--- src/rtl/clk_rate_meter_pkg.sv ---
// Shared definitions for the clock-rate meter: state encoding, default sizing
// and the lock-counter helper.
package clk_rate_meter_pkg;

    localparam int C_WIDTH_DEF  = 8;
    localparam int C_STABLE_DEF = 2;
    localparam int MATCH_W      = 4;

    typedef enum logic {
        ST_IDLE    = 1'b0,
        ST_MEASURE = 1'b1
    } state_t;

    // Saturating increment used for the consecutive-match counter.
    function automatic logic [MATCH_W-1:0] sat_inc(input logic [MATCH_W-1:0] v,
                                                   input logic [MATCH_W-1:0] lim);
        return (v >= lim) ? lim : v + 1'b1;
    endfunction

endpackage

--- src/rtl/clk_rate_meter_sync_edge_det.sv ---
// Two-flop synchronizer plus history flop; emits a one-cycle pulse on each
// synchronized rising edge of an asynchronous input.
module sync_edge_det (
    input  logic clk_in,
    input  logic reset,
    input  logic d_in,
    output logic rise_out
);

    logic s1;
    logic s2;
    logic s3;

    always_ff @(posedge clk_in or negedge reset) begin
        if (!reset) begin
            s1 <= 1'b0;
            s2 <= 1'b0;
            s3 <= 1'b0;
        end else begin
            s1 <= d_in;
            s2 <= s1;
            s3 <= s2;
        end
    end

    assign rise_out = s2 & ~s3;

endmodule

--- src/rtl/clk_rate_meter.sv ---
// Measures the period of an asynchronous pulse/clock signal in clk_in cycles,
// reporting each period, a lock flag once stable, and a timeout when edges stop.
module clk_rate_meter
    import clk_rate_meter_pkg::*;
#(
    parameter int C_WIDTH  = C_WIDTH_DEF,
    parameter int C_STABLE = C_STABLE_DEF
) (
    input  logic               clk_in,
    input  logic               reset,
    input  logic               sig_in,
    output logic [C_WIDTH-1:0] period_out,
    output logic               valid,
    output logic               locked,
    output logic               timeout,
    output state_t             state_dbg
);

    localparam logic [C_WIDTH-1:0] CNT_MAX = '1;
    localparam logic [C_WIDTH-1:0] CNT_ONE = C_WIDTH'(1);
    localparam logic [MATCH_W-1:0] STABLE  = MATCH_W'(C_STABLE);

    state_t               state, state_nxt;
    logic [C_WIDTH-1:0]   cnt, cnt_nxt;
    logic [C_WIDTH-1:0]   period_nxt;
    logic                 valid_nxt;
    logic                 locked_nxt;
    logic                 timeout_nxt;
    logic [MATCH_W-1:0]   match_cnt, match_nxt;
    logic                 first_meas, first_nxt;
    logic                 rise;

    sync_edge_det u_sync (
        .clk_in   (clk_in),
        .reset    (reset),
        .d_in     (sig_in),
        .rise_out (rise)
    );

    always_ff @(posedge clk_in or negedge reset) begin
        if (!reset) begin
            state      <= ST_IDLE;
            cnt        <= '0;
            period_out <= '0;
            valid      <= 1'b0;
            locked     <= 1'b0;
            timeout    <= 1'b0;
            match_cnt  <= '0;
            first_meas <= 1'b0;
        end else begin
            state      <= state_nxt;
            cnt        <= cnt_nxt;
            period_out <= period_nxt;
            valid      <= valid_nxt;
            locked     <= locked_nxt;
            timeout    <= timeout_nxt;
            match_cnt  <= match_nxt;
            first_meas <= first_nxt;
        end
    end

    always_comb begin
        state_nxt   = state;
        cnt_nxt     = cnt;
        period_nxt  = period_out;
        valid_nxt   = 1'b0;
        locked_nxt  = locked;
        timeout_nxt = 1'b0;
        match_nxt   = match_cnt;
        first_nxt   = first_meas;
        case (state)
            ST_IDLE: begin
                // The first edge only arms the counter; no period is known yet.
                if (rise) begin
                    cnt_nxt   = CNT_ONE;
                    first_nxt = 1'b1;
                    state_nxt = ST_MEASURE;
                end
            end
            ST_MEASURE: begin
                if (rise) begin
                    period_nxt = cnt;
                    valid_nxt  = 1'b1;
                    cnt_nxt    = CNT_ONE;
                    first_nxt  = 1'b0;
                    if (first_meas)
                        match_nxt = '0;
                    else if (cnt == period_out)
                        match_nxt = sat_inc(match_cnt, STABLE);
                    else
                        match_nxt = '0;
                    locked_nxt = (match_nxt >= STABLE);
                end else if (cnt == CNT_MAX) begin
                    // Counter would wrap: edges have stopped, drop back and re-arm.
                    timeout_nxt = 1'b1;
                    locked_nxt  = 1'b0;
                    match_nxt   = '0;
                    cnt_nxt     = '0;
                    state_nxt   = ST_IDLE;
                end else begin
                    cnt_nxt = cnt + CNT_ONE;
                end
            end
            default: state_nxt = ST_IDLE;
        endcase
    end

    assign state_dbg = state;

endmodule

--- config.mk ---
export PLATFORM = sky130hd
export DESIGN_NAME = clk_rate_meter
export DESIGN_NICKNAME = d
export VERILOG_FILES = /design/src/rtl/clk_rate_meter_pkg.sv /design/src/rtl/clk_rate_meter_sync_edge_det.sv /design/src/rtl/clk_rate_meter.sv
export SDC_FILE = /design/constraint.sdc
export NUM_CORES = 1
export LEC_CHECK = 0
export ABC_AREA = 0
export CELL_PAD_IN_SITES_DETAIL_PLACEMENT = 1
export CELL_PAD_IN_SITES_GLOBAL_PLACEMENT = 2
export CORE_MARGIN = 4
export CORE_UTILIZATION = 39
export DETAILED_ROUTE_END_ITERATION = 10
export GPL_ROUTABILITY_DRIVEN = 0
export PLACE_DENSITY_LB_ADDON = 0.1
export REMOVE_ABC_BUFFERS = 1
export SKIP_CTS_REPAIR_TIMING = 1
export SYNTH_ARGS = -nofsm -noshare
export SYNTH_HDL_FRONTEND = slang
export SYNTH_HIERARCHICAL = 1
export SYNTH_SLANG_ARGS = --single-unit
--- constraint.sdc ---
create_clock -name clk_in -period 2.2 [get_ports clk_in]
set_input_delay 0.44 -clock clk_in [delete_from_list [all_inputs] [get_ports clk_in]]
set_output_delay 0.44 -clock clk_in [all_outputs]
set_load 0.01 [all_outputs]
==> flow_metrics.tcl <==
set metrics [dict create \
    ys_types 32 \
    initial_core_util_pct 41.79 \
    placed_area_sq_um 1484 \
    maxCapViolCount 0 \
    die_area_sq_um 4372 \
    p_comb_share_pct 29.7 \
    cellInternalPower_mw 0.9209 \
    area_growth_pct 15.38 \
    routed_wirelength_mm 2.597 \
    drt_first_pass_iters 4 \
    num-fill-cells 356 \
    portBuffers 14 \
    p_per_area_nw_per_um2 914.8 \
    worst_path_largest_cell_delay_ns 0.61 \
    cts_buffers 3 \
    synth_area_sq_um 1318 \
    layout.cells.non_filler 175 \
    pwr-share-clk_pct 18.2 \
    multi_input_area_sq_um 550.5 \
    period_needed_ns 1.942 \
    die_x_microns 66.12 \
    setup_viol 0 \
    finalClockSkew_ns 0.001971 \
    clock_tree.buffer_depth 2 \
    antennaDiodeCount 0 \
    worstPathRequired_ns 1.76 \
    start_kind "flip-flop" \
    cp-end-kind "primary output" \
    worst_pin_slew_ns 0.5119 \
    synth.top_cell.area_share_pct 53.18 \
    arrival_ns 1.50 \
    seqCellArea_sq_um 700.7 \
    p_switching_mw 0.4698 \
    fmax_mhz 515.0 \
    slew_headroom_pct 65.56 \
    core_area_sq_um 3153 \
    crit_type "reg -> out" \
    cts_tree "yes" \
    swShare_pct 33.78 \
    die_y_microns 66.12 \
    async_flop_share_pct 100.0 \
    synthCells 117 \
    grt_antenna_before_repair 0 \
    placed_cells 171 \
    maxSlewViolCount 0 \
    worstPathBufferInverterCount 1 \
    synth-edff-count 0 \
    grt_start_max_net_pins 29 \
    layout.nets 138 \
    outcome "completed" \
    syn-mean-instance-area_sq_um 11.26 \
    p_leak_nw 0.7051 \
    grt.overflow.total 0 \
    vias 881 \
    synth_common_cells "dfrtp_1 (28), nand2_1 (12), xor2_1 (10)" \
    path_max_fanout 10 \
    yosysMostFrequentCell "dfrtp_1" \
    ys_seq_area_share_pct 53.18 \
    design_area_sq_um 1520 \
    grt_pass1_vias 928 \
    ios 15 \
    dr.first_iter.drc_count 18 \
    clock-sinks 28 \
    clk-insertion-delay-late_ns 0.33 \
    drive_gt1_share_pct 12.98 \
    fp-row-count 20 \
    ys_warn_count 6 \
    yosys_register_bits 28 \
    synthTopCellsByArea "dfrtp_1 (53%), xor2_1 (6.6%), mux2_2 (5.1%), nand2_1 (3.4%), ha_1 (2.8%)" \
    htreeDepth 1 \
    remaining_drc_errors 0 \
    grt_first_pass_wirelength_mm 4.705 \
    root_buffer "clkbuf_4" \
    crit_slowest_cell "clkdlybuf4s50_1" \
    cts.clk_slew.worst_paths_ns 0.14 \
    ir_drop_mv 0.4399 \
    hold_violations 0 \
    hp-class "reg -> reg" \
    final.setup.tns_ns 0 \
    rsz0062_at_grt "no" \
    fin_crit_sh_pct 88.26 \
    yosys_most_used_dff "dfrtp_1" \
    routed_via_density 5.034 \
    wl_per_cell_microns 14.84 \
    hpwl_mm 1.934 \
    synth.largest_area_cell "dfrtp_1" \
    seq_power_share_pct 52.0 \
    track_usage_pct 14.37 \
    crit_chain "clkdlybuf4s50_1" \
    ant_nets 0 \
    worst_path_dominant_cell_family "buffers and inverters" \
]
final timing paths:
| path | start | to | slack (ns) | depth (start not counted) |
|---|---|---|---|---|
| min in group asynchronous | reset | u_sync/s2$_DFF_PN0_ | 0.45 | 2 |
| setup reg to reg | u_sync/s3$_DFF_PN0_ | match_cnt[2]$_DFFE_PN0P_ | 0.60 | 5 |
| max in group asynchronous | reset | cnt[1]$_DFFE_PN0P_ | 1.48 | 2 |
| hold / removal | u_sync/s1$_DFF_PN0_ | u_sync/s2$_DFF_PN0_ | 0.37 | 0 |
| setup / recovery | state_dbg$_DFF_PN0_ | state_dbg | 0.26 | 1 |
| hold reg to reg | u_sync/s1$_DFF_PN0_ | u_sync/s2$_DFF_PN0_ | 0.37 | 0 |
routing by layer:
| layer | part of all wire, % | track usage, % | wire length (microns) | vias to the layer above |
|---|---|---|---|---|
| met1 | 45 | 17.65 | 1174 | 445 |
| li1 | - | - | - | 420 |
| met4 | 1.3 | 4.569 | 35 | 0 |
| met2 | 49 | 23.79 | 1276 | 12 |
| met3 | 4.3 | 4.592 | 111 | 4 |
| met5 | 0 | 0 | 0 | - |
final cells by class:
cell class                      count  area share, %
Tap cell                           44          3.621
Inverter                            6          1.481
Clock buffer                        4          2.387
Timing Repair Buffer               16          10.21
Sequential cell                    28          46.09
Multi-Input combinational cell     77          36.21
power by group through the flow:
stage	registers, mW	logic, mW	clock network [mW]
global route	0.745	0.469	0.290
detailed placement	0.737	0.421	0
CTS	0.726	0.422	0.266
floorplan	0.721	0.252	0
global placement	0.729	0.409	0
finish	0.723	0.414	0.254
sequential cells by signal, summed over array words and instances (netlist names):
| name | cells |
|---|---|
| cnt | 8 |
| period_out | 8 |
| match_cnt | 4 |
| first_meas | 1 |
| locked | 1 |
| state_dbg | 1 |
| timeout | 1 |
| u_sync/s1 | 1 |
| u_sync/s2 | 1 |
| u_sync/s3 | 1 |
| valid | 1 |
cell families after synthesis:
logic type	after synthesis	share of synthesized area, %
AOI/OAI and AO/OA	14	6.839
xor gates and xnor gates	12	7.977
adders and majority gates	3	2.849
buffers and inverters	12	5.033
DFF	28	53.18
muxes	8	6.647
and+or+nand+nor	40	17.47
metrics by stage:
stage	power (mW)	utilization (%)	setup WS [ns]	hold slack, ns
global placement	1.138	47.06	0.6582	0.3363
detailed placement	1.158	47.06	0.6173	0.3365
CTS	1.413	48.21	0.2307	0.3698
floorplan	0.9733	-	0.7778	0.1444
global route	1.505	48.21	0.1833	0.3804
finish	1.391	48.21	0.2583	0.3656
layout by cell type, fill, tap and decap left out, types with 4 or more instances in the layout:
cell type / n
clkdlybuf4s50_1: 14
mux2_2: 6
xor2_1: 10
nor2_1: 6
inv_1: 6
nand2_1: 12
o21ai_1: 4
dfrtp_1: 28
(Power assumes the default switching activity.)
